### src/rtl/sn157_nibble_reader.sv
// Purpose: reads one byte through an external SN74XX157 quad 2:1 mux as two nibbles (A then B).
// Latency: valid pulses 2*SETTLE edges after the edge that accepts start; one byte per 2*SETTLE+1 cycles when start is held.
// Backpressure: none; start is taken only in IDLE and dropped while busy, and data/valid are not held back by any consumer.
`timescale 1ns/1ps

module sn157_nibble_reader #(
  parameter int SETTLE = 1
) (
  input  logic       clk,
  input  logic       rst,
  input  logic       start,
  input  logic [3:0] mux_y,
  output logic       sel,
  output logic       str,
  output logic       busy,
  output logic [7:0] data,
  output logic       valid
);

  // Reload value for the settle counter; a window of SETTLE cycles counts SETTLE-1 down to 0.
  localparam logic [3:0] CNT_INIT = 4'(SETTLE - 1);

  typedef enum logic [1:0] {
    IDLE  = 2'd0,
    SEL_A = 2'd1,
    SEL_B = 2'd2
  } state_t;

  state_t     state, state_n;
  logic [3:0] cnt, cnt_n;
  logic [3:0] lo, lo_n;
  logic       sel_n, str_n, busy_n, valid_n;
  logic [7:0] data_n;

  // State and every output are registered; reset parks the mux disabled with select on A.
  always_ff @(posedge clk) begin
    if (rst) begin
      state <= IDLE;
      cnt   <= 4'd0;
      lo    <= 4'd0;
      sel   <= 1'b0;
      str   <= 1'b1;
      busy  <= 1'b0;
      data  <= 8'h00;
      valid <= 1'b0;
    end else begin
      state <= state_n;
      cnt   <= cnt_n;
      lo    <= lo_n;
      sel   <= sel_n;
      str   <= str_n;
      busy  <= busy_n;
      data  <= data_n;
      valid <= valid_n;
    end
  end

  // Next-state and next-output logic; nibbles are sampled only on the last cycle of each select window.
  always_comb begin
    state_n = state;
    cnt_n   = cnt;
    lo_n    = lo;
    sel_n   = sel;
    str_n   = str;
    busy_n  = busy;
    data_n  = data;
    valid_n = 1'b0;
    case (state)
      IDLE: begin
        if (start) begin
          state_n = SEL_A;
          sel_n   = 1'b0;
          str_n   = 1'b0;
          busy_n  = 1'b1;
          cnt_n   = CNT_INIT;
        end
      end
      SEL_A: begin
        if (cnt != 4'd0) begin
          cnt_n = cnt - 4'd1;
        end else begin
          // Strobe stays low across the A->B switch so the mux never glitches to disabled mid-read.
          lo_n    = mux_y;
          state_n = SEL_B;
          sel_n   = 1'b1;
          cnt_n   = CNT_INIT;
        end
      end
      SEL_B: begin
        if (cnt != 4'd0) begin
          cnt_n = cnt - 4'd1;
        end else begin
          data_n  = {mux_y, lo};
          valid_n = 1'b1;
          str_n   = 1'b1;
          busy_n  = 1'b0;
          sel_n   = 1'b0;
          state_n = IDLE;
        end
      end
      default: begin
        state_n = IDLE;
        str_n   = 1'b1;
        busy_n  = 1'b0;
        sel_n   = 1'b0;
      end
    endcase
  end

endmodule

### config.mk
export PLATFORM = sky130hd
export DESIGN_NAME = sn157_nibble_reader
export DESIGN_NICKNAME = d
export VERILOG_FILES = /design/src/rtl/sn157_nibble_reader.sv
export SDC_FILE = /design/constraint.sdc
export NUM_CORES = 1
export LEC_CHECK = 0
export ABC_AREA = 1
export BUFFER_PORTS_ARGS = -buffer_cell sky130_fd_sc_hd__buf_2
export CORE_MARGIN = 2
export CORE_UTILIZATION = 42
export CTS_BUF_LIST = sky130_fd_sc_hd__clkbuf_8
export DETAILED_ROUTE_END_ITERATION = 8
export GPL_TIMING_DRIVEN = 1
export PLACE_DENSITY = 0.66
export SYNTH_ARGS = -nofsm -noshare
export SYNTH_HDL_FRONTEND = slang
export SYNTH_SLANG_ARGS = --single-unit
### constraint.sdc
create_clock -name clk -period 3.7 [get_ports clk]
set_input_delay 0.37 -clock clk [delete_from_list [all_inputs] [get_ports clk]]
set_output_delay 0.37 -clock clk [all_outputs]
set_load 0.02 [all_outputs]
* Yosys cells after proc, flatten, opt, wreduce, memory -nomap -nowiden
Index checks and enable logic that the tools add are counted.
** Storage, ports and cells
- Logic and storage cells :: 43
- Input bits :: 7
- Output and inout bits :: 12
- Bits in registers :: 22
** Operators by class
- Bitwise operators :: 3
- Equal/unequal tests :: 6
- $add $sub $neg :: 1
- Reduce and logical (&&, ||, !) cells :: 9
- Multiplexer cells :: 16
** Operators with widths (count)
- 4-bit 2-to-1 mux :: 3
- 4-bit case mux with 3 select lines :: 1
- 1-bit case mux with 3 select lines :: 3
- 3-bit AND reduction :: 3
- 2-bit inequality test, second input constant :: 4
- 2-bit 2-to-1 mux :: 3
- 2-bit case mux with 3 select lines :: 1
- 1-bit 2-to-1 mux :: 5
- 2-bit AND reduction :: 2
- 4-bit nonzero test :: 1
- 4-bit by 1-bit subtractor with 4-bit output, second input constant :: 1
- 1-bit inverter :: 3
- 3-bit nonzero test :: 1
- 2-bit by 1-bit equality test with 1-bit output, second input constant :: 1
- 2-bit equality test, second input constant :: 1
- 2-bit logical NOT :: 1
- 2-bit OR reduction :: 1

* Logic depth before layout (Yosys ltp)
Gate-level depths: netlist (run 1).
- Depth in word-level cells :: 3
- Mapped depth :: 7
- Gate-level depth less buffers :: 7

* Worst setup path before layout (run 1)
Ideal clock, no wire load.
- Path type :: reg-to-reg
- Start :: register, netlist name sel
- End :: register cnt[3]
- Clock period less this slack :: 1.413 ns
- Library setup time :: 0.065 ns
- Data required time :: 3.635 ns
- Arrival :: 1.348 ns
- Path slack :: 2.287 ns
- Cell stages (with the launch flop) :: 8
- Path buffers :: 0
- Cells stage by stage :: dfxtp_1 -> inv_1 -> ha_1 -> a21oi_4 -> o211ai_1 -> nor2_1 -> nor2_1 -> nor2_1
** RTL lines
- end signal: assignment :: line 48 : cnt <= cnt_n;
- end: declaration :: line 30 : logic [3:0] cnt, cnt_n;

* Worst setup path in the final report (run 1)
- Start :: register state[0]
- End :: register cnt[2]
** Between the ends
- Cells in the longest elaborated chain, start to end :: 3
- Elaborated cells on any way between the ends :: 8
- Those cells by class :: eq/ne (4); mux (1); reduce/logical (3)
** RTL lines
- start: declaration :: line 29 : state_t state, state_n;
- start signal: assignment :: line 47 : state <= state_n;
- 2-bit equality test, or another cell as far along :: line 68 : case (state)
- 2-bit inequality test (no line) / 3-bit nonzero test (equally long branches)
- 3-bit AND reduction (no line)
Parallel ways exist; a longest one is shown, timed or not.
A chain may end at the register's enable or synchronous reset.

==> results.py, run 1 <==
metrics = {
    "synthesis": {
        "synth-async-reset-ratio_pct": 0,
        "synthAdderAreaFrac_pct": 6.23,
        "yosysTopAreaCell": "dfxtp_1",
        "synth_top_family_by_area": "simple AND/OR/NAND/NOR gates",
        "synthTopCellsByArea": "dfxtp_1, a21oi_1, nand2_1, nand3_1, nor2_1",
        "synth-seq-cells": 21,
        "syn-instance-count": 125,
        "synth_edf_count": 0,
        "yosys-top-cells-count": "dfxtp_1, nand2_1, nor2_1, a21oi_1, nand3_1",
        "synth_area_um2": 1000,
        "synth.most_common_cell": "dfxtp_1",
        "synth_compound_area_share_pct": 14.9,
        "seq_area_frac_synth_pct": 41.8,
        "synth_xor_area_share_pct": 0,
        "yosys_warnings": 0,
        "synth.area.mux_share_pct": 0,
        "yosys_most_used_dff": "dfxtp_1",
        "yosys.area_share.simple_pct": 30.1,
        "syn_nets": 137,
        "ys_types": 23,
        "syn_area_per_cell_um2": 8.04,
        "yosysTopAreaCellShare_pct": 41.8,
    },
    "timing": {
        "clock_skew_ps": 1.05,
        "rsz0062_at_grt": "no",
        "fin_ws_ps": 2140,
        "hold_viol": 0,
        "slew_headroom_pct": 64.9,
        "tns_ps": 0,
        "min_period_ps": 1560,
        "slew_violations": 0,
        "worst_pin_slew_ps": 526,
        "fmax_mhz": 641,
        "finalSetupViolations": 0,
        "fin_crit_sh_pct": 42.2,
    },
    "global_route": {
        "antenna_found_initial": 0,
        "grt_pass1_wl_mm": 3.33,
        "grt_remaining_overflow": 0,
        "grt_max_degree": 16,
        "grt_usage_pct": 16.4,
        "grt_pass1_vias": 781,
    },
    "setup_path": {
        "slowest_delay_ps": 490,
        "crit_family": "adder cells",
        "cp_max_fo": 13,
        "worstPathCellList": "inv_1 -> ha_1 -> nand3_4 -> nand2_4 -> nor2_1 -> o21ai_1 -> nor2_1",
        "cpMaxStageDelayCell": "ha_1",
        "cp-end-kind": "flip-flop",
        "cp.buffers_inverters": 1,
        "worstPathArrival_ps": 1710,
        "cp.required_ps": 3850,
        "cp-start-kind": "flip-flop",
        "path_common_cell": "nor2_1",
        "crit_type": "reg2reg",
    },
    "detailed_routing": {
        "ant_nets": 0,
        "wirelength_mm": 1.97,
        "wl_per_cell_um": 11.4,
        "via_count": 853,
        "first_pass_iters": 4,
        "first_iter_violations": 24,
        "drc_errors": 0,
        "vias_per_cell": 4.93,
    },
    "floorplan": {
        "placement_rows": 17,
        "core_area_um2": 2230,
        "start_util_pct": 45.0,
        "ioPinCount": 19,
        "die_area_um2": 2800,
        "die_h_um": 52.9,
        "die_x_um": 52.9,
    },
    "pwr": {
        "switchingPower_uw": 157,
        "seqPwrFrac_pct": 49.0,
        "power_uw": 511,
        "p_int_uw": 354,
        "leakagePower_uw": 0.000510,
        "vdd_drop_max_mv": 0.306,
        "power_density_nw_per_um2": 440,
        "p_comb_share_pct": 22.1,
        "p_clk_share_pct": 28.9,
        "sw_frac_of_total_pct": 30.8,
    },
    "worst_hold_path": {
        "worstHoldPathType": "in2reg",
    },
    "cells_and_area": {
        "antenna_cells": 0,
        "fin_util_pct": 52.0,
        "area_growth_pct": 15.6,
        "fin_nets": 158,
        "drive_gt1_share_pct": 26.9,
    },
    "clock_tree": {
        "cts_tree": "yes",
        "clock_latency_ps": 250,
        "cts_buffer_depth": 2,
        "cts-resized-gates": 0,
        "cts_sinks": 21,
        "path_clk_slew_ps": 80,
        "cts-root-buf": "clkbuf_8",
        "hold_buffers": 0,
        "cts_buffers": 3,
        "post_cts.repair.setup_buffers": 0,
        "htree_levels": 1,
    },
    "place": {
        "place.port_buffers": 18,
        "hpwlAfterDp_mm": 1.48,
        "place_ws_ps": 2120,
        "routabilityCongestion": 0.849,
    },
    "outcome": {
        "status": "finished, final reports clean",
    },
    "flow_run": {
        "cap_violations": 0,
    },
}
==> power by group through the flow <==
stage | clock (µW) | combinational (µW) | sequential, µW
global placement | 0 | 110 | 255
finish | 148 | 113 | 250
floorplan | 0 | 81.2 | 262
detailed placement | 0 | 112 | 256
CTS | 154 | 113 | 250
global route | 162 | 125 | 252
==> cell families (layout without fill, tap and decap cells) <==
group / Yosys count / after routing
flops: 21 / 21
fa+ha+maj: 5 / 5
compound gates: 25 / 25
buf+inv: 16 / 36
simple gates: 58 / 58
==> worst register-to-register path: stages (launching register included) <==
cell	delay (ps)
dfxtp_1	350
inv_1	90
ha_1	490
nand3_4	210
nand2_4	130
nor2_1	50
o21ai_1	110
nor2_1	50
==> routing by layer <==
metal | global-route usage [%] | routed length, µm | vias to the layer above
li1 | - | - | 448
met1 | 21.0 | 912 | 378
met2 | 25.8 | 957 | 25
met3 | 3.67 | 87 | 2
met4 | 8.12 | 14 | 0
met5 | 0 | 0 | -
==> final cells by class <==
type | instances | area [µm²]
flip-flops and latches | 21 | 420
clock buffers | 3 | 41.3
fillers | 234 | 1070
multi-input cells | 88 | 515
well taps | 28 | 35.0
repair buffers | 18 | 90.1
clock inverters | 1 | 5.00
inverters | 14 | 53.8
==> through the flow <==
stage / cells / hold slack, ps / instance area, µm²
floorplan: 125 / 439 / 1000
global placement: 169 / 447 / 1110
detailed placement: 169 / 453 / 1110
CTS: 173 / 365 / 1160
global route: 173 / 371 / 1160
finish: 173 / 361 / 1160
==> state kept, by name, indices dropped and copies added, names as in the netlist <==
signal	cells
busy	1
cnt	4
data	8
lo	4
sel	1
state	1
str	1
valid	1
==> placed cells by master, fill, tap and decap left out, drive strengths merged <==
| master | netlist | layout |
|---|---|---|
| a21oi | 16 | 16 |
| buf | 1 | 18 |
| clkbuf | 1 | 3 |
| clkinv | 1 | 2 |
| dfxtp | 21 | 21 |
| ha | 5 | 5 |
| inv | 13 | 13 |
| nand2 | 23 | 23 |
| nand3 | 15 | 15 |
| nand4 | 1 | 1 |
| nor2 | 19 | 19 |
| o211ai | 2 | 2 |
| o21ai | 7 | 7 |
==> final timing paths <==
path,startpoint,end,slack [ps],cells after the start
setup / recovery,state[0],cnt[2],2140,7
hold / removal,mux_y[0],lo[0],360,3
setup reg to reg,state[0],cnt[2],2140,7
hold reg to reg,data[7],data[7],460,2
No activity file was read; power rests on OpenSTA's default activity.
==> run 2, diff against run 1 <==
==> constraint.sdc (replaced) <==
create_clock -name clk -period 1.6 [get_ports clk]
set_input_delay 0.16 -clock clk [delete_from_list [all_inputs] [get_ports clk]]
set_output_delay 0.16 -clock clk [all_outputs]
set_load 0.02 [all_outputs]
==> results.py, run 2 (synthesized netlist as in run 1, its figures left out) <==
metrics = {
    "detailed_routing": {
        "first_iter_violations": 15,
        "first_pass_iters": 4,
        "drc_errors": 0,
        "wirelength_mm": 1.99,
        "ant_nets": 0,
        "wl_per_cell_um": 11.4,
        "via_count": 873,
        "vias_per_cell": 4.99,
    },
    "setup_path": {
        "r2r-start": "state[0]",
        "worstPathArrival_ps": 1550,
        "ff2ff_path_depth": 7,
        "cp_max_fo": 10,
        "rrSetupSlack_ps": 210,
        "cp-start-kind": "flip-flop",
        "r2r-end": "cnt[3]",
        "cp-end-kind": "flip-flop",
        "cp.required_ps": 1760,
        "crit_type": "reg2reg",
    },
    "clock_tree": {
        "clock_latency_ps": 260,
        "cts_sinks": 21,
        "cts_buffers": 3,
        "hold_buffers": 0,
        "cts_tree": "yes",
        "cts-root-buf": "clkbuf_8",
        "path_clk_slew_ps": 80,
        "cts_buffer_depth": 2,
        "htree_levels": 1,
        "post_cts.repair.setup_buffers": 0,
    },
    "floorplan": {
        "start_util_pct": 45.0,
        "die_area_um2": 2800,
        "ioPinCount": 19,
        "placement_rows": 17,
        "die_h_um": 52.9,
        "core_area_um2": 2230,
        "die_x_um": 52.9,
    },
    "pwr": {
        "p_int_uw": 822,
        "power_density_nw_per_um2": 1010,
        "p_comb_share_pct": 22.4,
        "vdd_drop_max_mv": 0.703,
        "switchingPower_uw": 366,
        "power_uw": 1190,
        "sw_frac_of_total_pct": 30.8,
        "p_clk_share_pct": 28.9,
        "leakagePower_uw": 0.000521,
        "seqPwrFrac_pct": 48.7,
    },
    "cells_and_area": {
        "layout.cells.most_common": "dfxtp_1",
        "reg.largest.list": "data (8), cnt (4), lo (4)",
        "mostFrequentLayoutCells": "dfxtp_1, nand2_1, buf_2",
        "antenna_cells": 0,
        "max_flop_register": "data",
        "layoutNonFillerInstCount": 175,
        "drive_gt1_share_pct": 28.6,
        "fin_nets": 160,
        "largest_register_ffs": 8,
        "area_growth_pct": 17.2,
    },
    "timing": {
        "worst_pin_slew_ps": 269,
        "fmax_mhz": 718,
        "hold_ws_ps": 143,
        "finalSetupViolations": 0,
        "hold_viol": 0,
        "slew_headroom_pct": 82.1,
        "clock_skew_ps": 2.75,
        "rsz0062_at_grt": "no",
        "min_period_ps": 1390,
        "tns_ps": 0,
        "fin_ws_ps": 207,
        "slew_violations": 0,
        "fin_crit_sh_pct": 87.1,
    },
    "global_route": {
        "grt_usage_pct": 17.9,
        "grt_remaining_overflow": 0,
        "grt_max_degree": 15,
        "grt_pass1_vias": 826,
        "grt_pass1_wl_mm": 3.58,
        "antenna_found_initial": 0,
    },
    "place": {
        "place.port_buffers": 18,
        "place_inst": 171,
        "hpwlAfterDp_mm": 1.53,
        "place_ws_ps": 195,
        "routabilityCongestion": 0.935,
    },
    "flow_run": {
        "cap_violations": 0,
    },
    "outcome": {
        "status": "finished, final reports clean",
    },
    "worst_hold_path": {
        "worstHoldPathType": "in2reg",
        "holdPathEnd": "lo[1]",
        "hold_start": "mux_y[1]",
        "whs_path_depth": 3,
    },
}
-- run 2: cell types whose count changed in the layout (fill, tap and decap cells not counted), sizes merged --
cell	change
buf	+2
-- run 2: layout make-up --
type,instances,area (µm²)
Fill cell,221,1060
Multi-Input combinational cell,88,515
Sequential cell,21,422
Timing Repair Buffer,20,105
Inverter,14,53.8
Clock buffer,3,41.3
Tap cell,28,35.0
Clock inverter,1,5.00
-- run 2: how the worst max path moves through the flow --
stage | from | to | slack (ps) | depth (start not counted)
final | state[0] | cnt[3] | 210 | 7
after global routing | state[0] | cnt[2] | 40 | 7
after CTS | sel | cnt[2] | 180 | 7
after detailed placement | state[0] | cnt[3] | 190 | 7
after global placement | state[0] | cnt[3] | 220 | 7
after floorplan | sel | cnt[3] | 190 | 7
-- run 2: through the flow --
stage / instance area [µm²] / util (%)
2_1_floorplan: 1000 / -
3_3_place_gp: 1130 / 50.6
3_5_place_dp: 1130 / 50.6
4_1_cts: 1180 / 52.7
5_1_grt: 1180 / 52.7
6_report: 1180 / 52.7
-- run 2: timing repair --
action / in CTS / in global routing
endpoints found under the setup margin: 0 / 1
hold endpoints to repair: 0 / 0
gates resized for setup: 0 / 1
-- run 2: power by group through the flow --
stage | Combinational [µW] | Clock [µW] | Sequential, µW
4_1_cts | 269 | 356 | 579
2_1_floorplan | 188 | 0 | 605
6_report | 266 | 343 | 579
5_1_grt | 302 | 379 | 584
3_5_place_dp | 267 | 0 | 591
3_3_place_gp | 262 | 0 | 589
-- run 2: worst max-delay path: stages, from the launching register on --
cell	delay [ps]
dfxtp_1	390
inv_1	80
ha_1	270
buf_4	210
o211ai_1	160
nor2_1	60
nor2_1	80
nor2_1	40
-- run 2: metal layers --
| layer | vias to the layer above | global-route usage [%] | wire (µm) |
|---|---|---|---|
| li1 | 454 | - | - |
| met1 | 389 | 22.5 | 906 |
| met2 | 26 | 28.5 | 951 |
| met3 | 4 | 3.39 | 87 |
| met4 | 0 | 10.3 | 49 |
| met5 | - | 0 | 0 |
